<file path="src/rtl/nibble_cmp_pkg.sv">
// Shared types for the nibble window tracker: FSM states, sample width and
// the three-way compare encoding produced by nibble_compare.
package nibble_cmp_pkg;

  localparam int NIBBLE_W = 4;

  typedef enum logic [1:0] {
    IDLE   = 2'd0,
    ACCUM  = 2'd1,
    REPORT = 2'd2
  } state_e;

  typedef enum logic [1:0] {
    CMP_LT = 2'd0,
    CMP_EQ = 2'd1,
    CMP_GT = 2'd2
  } cmp_e;

  // Folds the one-hot gt/eq/lt flags of a comparator into a single code.
  function automatic cmp_e cmp_encode(input logic gt, input logic eq, input logic lt);
    cmp_e res;
    case ({gt, eq, lt})
      3'b100:  res = CMP_GT;
      3'b001:  res = CMP_LT;
      default: res = CMP_EQ;
    endcase
    return res;
  endfunction

endpackage

</file>
<file path="src/rtl/nibble_compare.sv">
// Unsigned 4-bit magnitude compare; exactly one of gt/eq/lt is high.
module nibble_compare
  import nibble_cmp_pkg::*;
(
  input  logic [NIBBLE_W-1:0] a,
  input  logic [NIBBLE_W-1:0] b,
  output logic                gt,
  output logic                eq,
  output logic                lt
);

  assign gt = (a > b);
  assign lt = (a < b);
  assign eq = (a == b);

endmodule

</file>
<file path="src/rtl/nibble_window_tracker.sv">
// Groups a stream of 4-bit samples into WIN_LEN windows and reports
// max, min and rise/fall/equal step counts per window.
module nibble_window_tracker
  import nibble_cmp_pkg::*;
#(
  parameter int WIN_LEN = 8,
  parameter int CNT_W   = 4
) (
  input  logic                clk,
  input  logic                rst,
  input  logic                in_valid,
  output logic                in_ready,
  input  logic [NIBBLE_W-1:0] in_data,
  output logic                out_valid,
  input  logic                out_ready,
  output logic [NIBBLE_W-1:0] out_max,
  output logic [NIBBLE_W-1:0] out_min,
  output logic [CNT_W-1:0]    out_rise,
  output logic [CNT_W-1:0]    out_fall,
  output logic [CNT_W-1:0]    out_eq
);

  state_e              state_q;
  logic [NIBBLE_W-1:0] max_q, min_q, prev_q;
  logic [CNT_W-1:0]    cnt_q, rise_q, fall_q, eq_q;

  logic [NIBBLE_W-1:0] max_d, min_d;
  logic [CNT_W-1:0]    cnt_d, rise_d, fall_d, eq_d;
  logic                accept, last_sample;

  logic p_gt, p_eq, p_lt;
  logic x_gt, x_eq, x_lt;
  logic n_gt, n_eq, n_lt;
  cmp_e cmp_prev, cmp_max, cmp_min;

  nibble_compare u_cmp_prev (.a(in_data), .b(prev_q), .gt(p_gt), .eq(p_eq), .lt(p_lt));
  nibble_compare u_cmp_max  (.a(in_data), .b(max_q),  .gt(x_gt), .eq(x_eq), .lt(x_lt));
  nibble_compare u_cmp_min  (.a(in_data), .b(min_q),  .gt(n_gt), .eq(n_eq), .lt(n_lt));

  assign cmp_prev = cmp_encode(p_gt, p_eq, p_lt);
  assign cmp_max  = cmp_encode(x_gt, x_eq, x_lt);
  assign cmp_min  = cmp_encode(n_gt, n_eq, n_lt);

  assign in_ready  = !rst && (state_q != REPORT);
  assign out_valid = (state_q == REPORT);
  assign accept    = in_valid && in_ready;

  // Window statistics as they would stand after accepting in_data now.
  always_comb begin
    max_d  = max_q;
    min_d  = min_q;
    rise_d = rise_q;
    fall_d = fall_q;
    eq_d   = eq_q;
    cnt_d  = cnt_q + CNT_W'(1);
    if (state_q == IDLE) begin
      max_d  = in_data;
      min_d  = in_data;
      rise_d = '0;
      fall_d = '0;
      eq_d   = '0;
      cnt_d  = CNT_W'(1);
    end else begin
      case (cmp_prev)
        CMP_GT:  rise_d = rise_q + CNT_W'(1);
        CMP_LT:  fall_d = fall_q + CNT_W'(1);
        default: eq_d   = eq_q + CNT_W'(1);
      endcase
      if (cmp_max == CMP_GT) max_d = in_data;
      if (cmp_min == CMP_LT) min_d = in_data;
    end
  end

  assign last_sample = (cnt_d == CNT_W'(WIN_LEN));

  // Result registers load only on the closing sample, so they stay frozen
  // through REPORT and until the next window completes.
  always_ff @(posedge clk or posedge rst) begin
    if (rst) begin
      state_q  <= IDLE;
      max_q    <= '0;
      min_q    <= '0;
      prev_q   <= '0;
      cnt_q    <= '0;
      rise_q   <= '0;
      fall_q   <= '0;
      eq_q     <= '0;
      out_max  <= '0;
      out_min  <= '0;
      out_rise <= '0;
      out_fall <= '0;
      out_eq   <= '0;
    end else begin
      case (state_q)
        IDLE, ACCUM: begin
          if (accept) begin
            max_q  <= max_d;
            min_q  <= min_d;
            prev_q <= in_data;
            cnt_q  <= cnt_d;
            rise_q <= rise_d;
            fall_q <= fall_d;
            eq_q   <= eq_d;
            if (last_sample) begin
              out_max  <= max_d;
              out_min  <= min_d;
              out_rise <= rise_d;
              out_fall <= fall_d;
              out_eq   <= eq_d;
              state_q  <= REPORT;
            end else begin
              state_q <= ACCUM;
            end
          end
        end
        REPORT: begin
          if (out_ready) state_q <= IDLE;
        end
        default: state_q <= IDLE;
      endcase
    end
  end

endmodule

</file>
<file path="config.mk">
export PLATFORM = sky130hd
export DESIGN_NAME = nibble_window_tracker
export DESIGN_NICKNAME = d
export VERILOG_FILES = /design/src/rtl/nibble_cmp_pkg.sv /design/src/rtl/nibble_compare.sv /design/src/rtl/nibble_window_tracker.sv
export SDC_FILE = /design/constraint.sdc
export NUM_CORES = 1
export LEC_CHECK = 0
export ABC_CLOCK_PERIOD_IN_PS = 1800
export CAP_MARGIN = 40
export CORE_UTILIZATION = 50
export DETAILED_ROUTE_END_ITERATION = 16
export GPL_ROUTABILITY_DRIVEN = 0
export GPL_TIMING_DRIVEN = 1
export PLACE_DENSITY_LB_ADDON = 0.12
export SLEW_MARGIN = 30
export SYNTH_ARGS = -nofsm -noshare
export SYNTH_HDL_FRONTEND = slang
export SYNTH_SLANG_ARGS = --single-unit
</file>
<file path="constraint.sdc">
create_clock -name clk -period 1.8 [get_ports clk]
set_input_delay 0.36 -clock clk [delete_from_list [all_inputs] [get_ports clk]]
set_output_delay 0.36 -clock clk [all_outputs]
set_load 0.005 [all_outputs]
</file>
==> results.md <==
* Mean post-synth cell area at 9.82 um^2
* Pin count of the biggest net entering global routing at 51
* Core footprint at 0.00511 mm^2
* First drt pass iteration count at 5
* DR iter-0 viols at 225
* Area Growth Syn to Fin at 48.4%
* Vias in the first global route at 2167
* Yosys warnings at 0
* Post-Route WL at 7260 um
* Worst path cell trace: inv_1 -> ha_4 -> o21a_1 -> o31a_1 -> buf_4 -> nor4b_4 -> xnor2_1 -> o21ai_1
* Adder-Cell Fraction of Synth Area at 0.0752
* Routed WL per cell at 17.1 um
* Power Dens Cells at 992 mW/mm^2
* Initial Util at 0.521
* Final hold viol count at 0
* Crit path to: out_fall[2]$_DFFE_PP0P_
* Reg2Reg Capture Point: out_fall[2]$_DFFE_PP0P_
* Tot GR Track Use at 0.238
* Post-synthesis xor/xnor area fraction at 0.0329
* GRT overflow at 0
* Final worst-path setup slack at -170 ps
* Final ANT Viol Nets at 0
* Clk_lat worst skew at 320 ps
* Max-cap violations at 0
* Synth top area cells: dfrtp_1 47%, ha_1 7.5%, a21oi_1 4.3%
* Worst path max stage delay at 390 ps
* Yosys reg bits at 50
* Failing checks: setup timing
* Worst Tran Pin Value at 443 ps
* Synth Area in Compound Gates at 0.152
* Data required, critical path at 2010 ps
* Leakage power at 1.81 nW
* Synth cell types at 46
* Chip Height at 75.0 um
* Syn Inst Count at 271
* Synth Area in Simple Gates at 0.156
* Hold Path Class: reg2reg
* Leading area contributor after synthesis: dfrtp_1
* Clock Skew at 9.07 ps
* DRC Markers at 0
* Setup violations, final at 24
* Worst vdd ir at 0.669 mV
* Sequential area share after synthesis at 0.470
* Global-route wire length before repair at 10000 um
* Clk buf depth at 2
* IO Pins at 30
* Max Slew Vio Count at 0
* Clk pin slew, worst setup/hold paths at 100 ps
* Main combinational cell family by area after synthesis: simple AND/OR/NAND/NOR gates
* Top_reg_cell synth: dfrtp_1
* EDFF count, synth at 0
* Avg Vias per Cell at 5.52
* Total power at 0.00392 W
* Ys async rst share at 1.00
* I/O Buffers at 29
* Origin of the worst setup path: prev_q[2]$_DFFE_PP0P_
* Die area at 0.00562 mm^2
* Ant diodes at 0
* Synth Net Count at 295
* Startpoint types: register
* RSZ-0062 raised after global routing: yes
* Min Tclk post-route at 1970 ps
* Slowest-stage cell, CP: dfrtp_1
* Share of layout cells above drive strength 1 at 0.392
* CTS root buffer: clkbuf_8
* H-tree Lvls at 2
* R2r worst-path depth at 8
* CP max FO at 3
* Num CTS Buffers at 5
* TritonCTS clock tree: done
* Post-synth top area share at 0.470
* Vias at 2347
* Hold slack at 490 ps
* Max Clk Rate at 508 MHz
* Initial antenna violation count at 0
* Worst r2r src: prev_q[2]$_DFFE_PP0P_
* Die W at 75.0 um
* Core Rows at 26
* Multiplexer share of the synthesized area at 0.0719
* Slew headroom at 0.702
* Worst Setup End Kind: register
* Clock sink count at 50
* Nets@finish at 378
* Mapped Area at 0.00266 mm^2
* DP HPWL at 4260 um
* R2R setup slack at -170 ps
* Final worst path period share at 1.09
* Setup Crit Path Kind: reg2reg
* Status: finished with violations
* Filler cells at 335
* Worst Path Arrival at 2180 ps
==> sequential cells by signal, indices dropped and copies added, names as in the netlist <==
signal and flops:
cnt_q 4, eq_q 4, fall_q 4, max_q 4, min_q 4, out_eq 4
out_fall 4, out_max 4, out_min 4, out_rise 4, prev_q 4, rise_q 4
state_q 2
==> metrics by stage <==
step	setup slack (ps)	util	cells	cell area, um^2	TNS [ps]
2_1_floorplan	-17.3	-	271	2680	-28.9
3_5_place_dp	-671	0.652	399	3330	-21490
4_1_cts	-166	0.700	416	3580	-797
5_1_grt	-242	0.773	425	3950	-3860
3_3_place_gp	-602	0.652	399	3330	-19290
6_report	-170	0.773	425	3950	-1770
==> worst min-delay path by stage <==
stage	start	end	slack (ps)	cells after the start
after floorplan	out_ready	state_q[1]$_DFFE_PP0P_	450	1
final	out_eq[2]$_DFFE_PP0P_	out_eq[2]$_DFFE_PP0P_	490	2
after global placement	out_eq[0]$_DFFE_PP0P_	out_eq[0]$_DFFE_PP0P_	460	2
after detailed placement	out_eq[2]$_DFFE_PP0P_	out_eq[2]$_DFFE_PP0P_	470	2
after global routing	in_data[1]	max_q[1]$_DFFE_PP0P_	510	3
after CTS	in_data[1]	max_q[1]$_DFFE_PP0P_	470	3
==> routing by layer <==
metal / vias to the layer above / share of wire / track usage
met5: - / 0 / 0
met4: 0 / 0.018 / 0.0776
met3: 15 / 0.047 / 0.0375
met2: 67 / 0.49 / 0.374
met1: 1150 / 0.45 / 0.337
li1: 1115 / - / -
==> critical path: cells and delay by family, from the launching register on <==
family | cells | cell delay [ps]
adder cells (fa/ha/maj) | 1 | 240
flip-flops | 1 | 390
AND/OR/NAND/NOR | 1 | 330
buffers and inverters | 2 | 300
AO/OA/AOI/OAI | 3 | 420
XOR/XNOR | 1 | 190
==> cells in the final DEF (no fill, tap or decap), types with 8 or more instances in the layout <==
cell | netlist | layout
nor2_4 | 1 | 11
inv_1 | 18 | 14
a21oi_1 | 23 | 12
buf_4 | 0 | 46
dfrtp_1 | 50 | 47
mux2_4 | 3 | 8
nand2_1 | 29 | 26
nor2_1 | 21 | 11
o21ai_1 | 22 | 21
a21oi_2 | 1 | 11
clkdlybuf4s50_1 | 0 | 23
ha_1 | 16 | 11
mux2i_1 | 9 | 9
==> cell families after synthesis <==
| kind of cell | after synthesis |
|---|---|
| simple gates | 80 |
| compound gates | 70 |
| flops | 50 |
| xor+xnor | 10 |
| fa+ha+maj | 16 |
| buf+inv | 28 |
| mux | 17 |
==> synthesized netlist by cell type (3+ instances only) <==
library cell,n
o21a_1,3
xnor2_1,7
a21oi_1,23
nor2_1,21
or3_1,3
nand4_1,3
ha_1,16
nor3_1,3
buf_2,5
mux2_1,5
mux2_4,3
o21ai_1,22
dfrtp_1,50
nand2_1,29
clkbuf_1,4
mux2i_1,9
inv_1,18
o31ai_1,6
xor2_1,3
o21ai_0,6
nand3_1,3
==> timing repair <==
item / 4_1_cts / 5_1_grt
pin swaps: 15 / 28
gates cloned: 0 / 2
buffers inserted: 9 / 7
endpoints found under the setup margin: 42 / 40
resized for setup: 29 / 69
hold buffers: 0 / 0
==> where the power goes <==
part,total [W],internal (W),switching (W)
clock,0.000712,0.000310,0.000402
sequential,0.00153,0.00133,0.000196
combinational,0.00168,0.000926,0.000756
total,0.00392,0.00257,0.00135
==> layout make-up <==
cell class / count / area, um^2 / area share
Clock inverter: 2 / 12.5 / 0.00317
Tap cell: 70 / 87.6 / 0.0222
Timing Repair Buffer: 85 / 782 / 0.198
Sequential cell: 50 / 1250 / 0.318
Multi-Input combinational cell: 193 / 1660 / 0.420
Inverter: 19 / 71.3 / 0.0181
Clock buffer: 6 / 82.6 / 0.0209
Note: power is estimated with default switching activity, not from simulation.
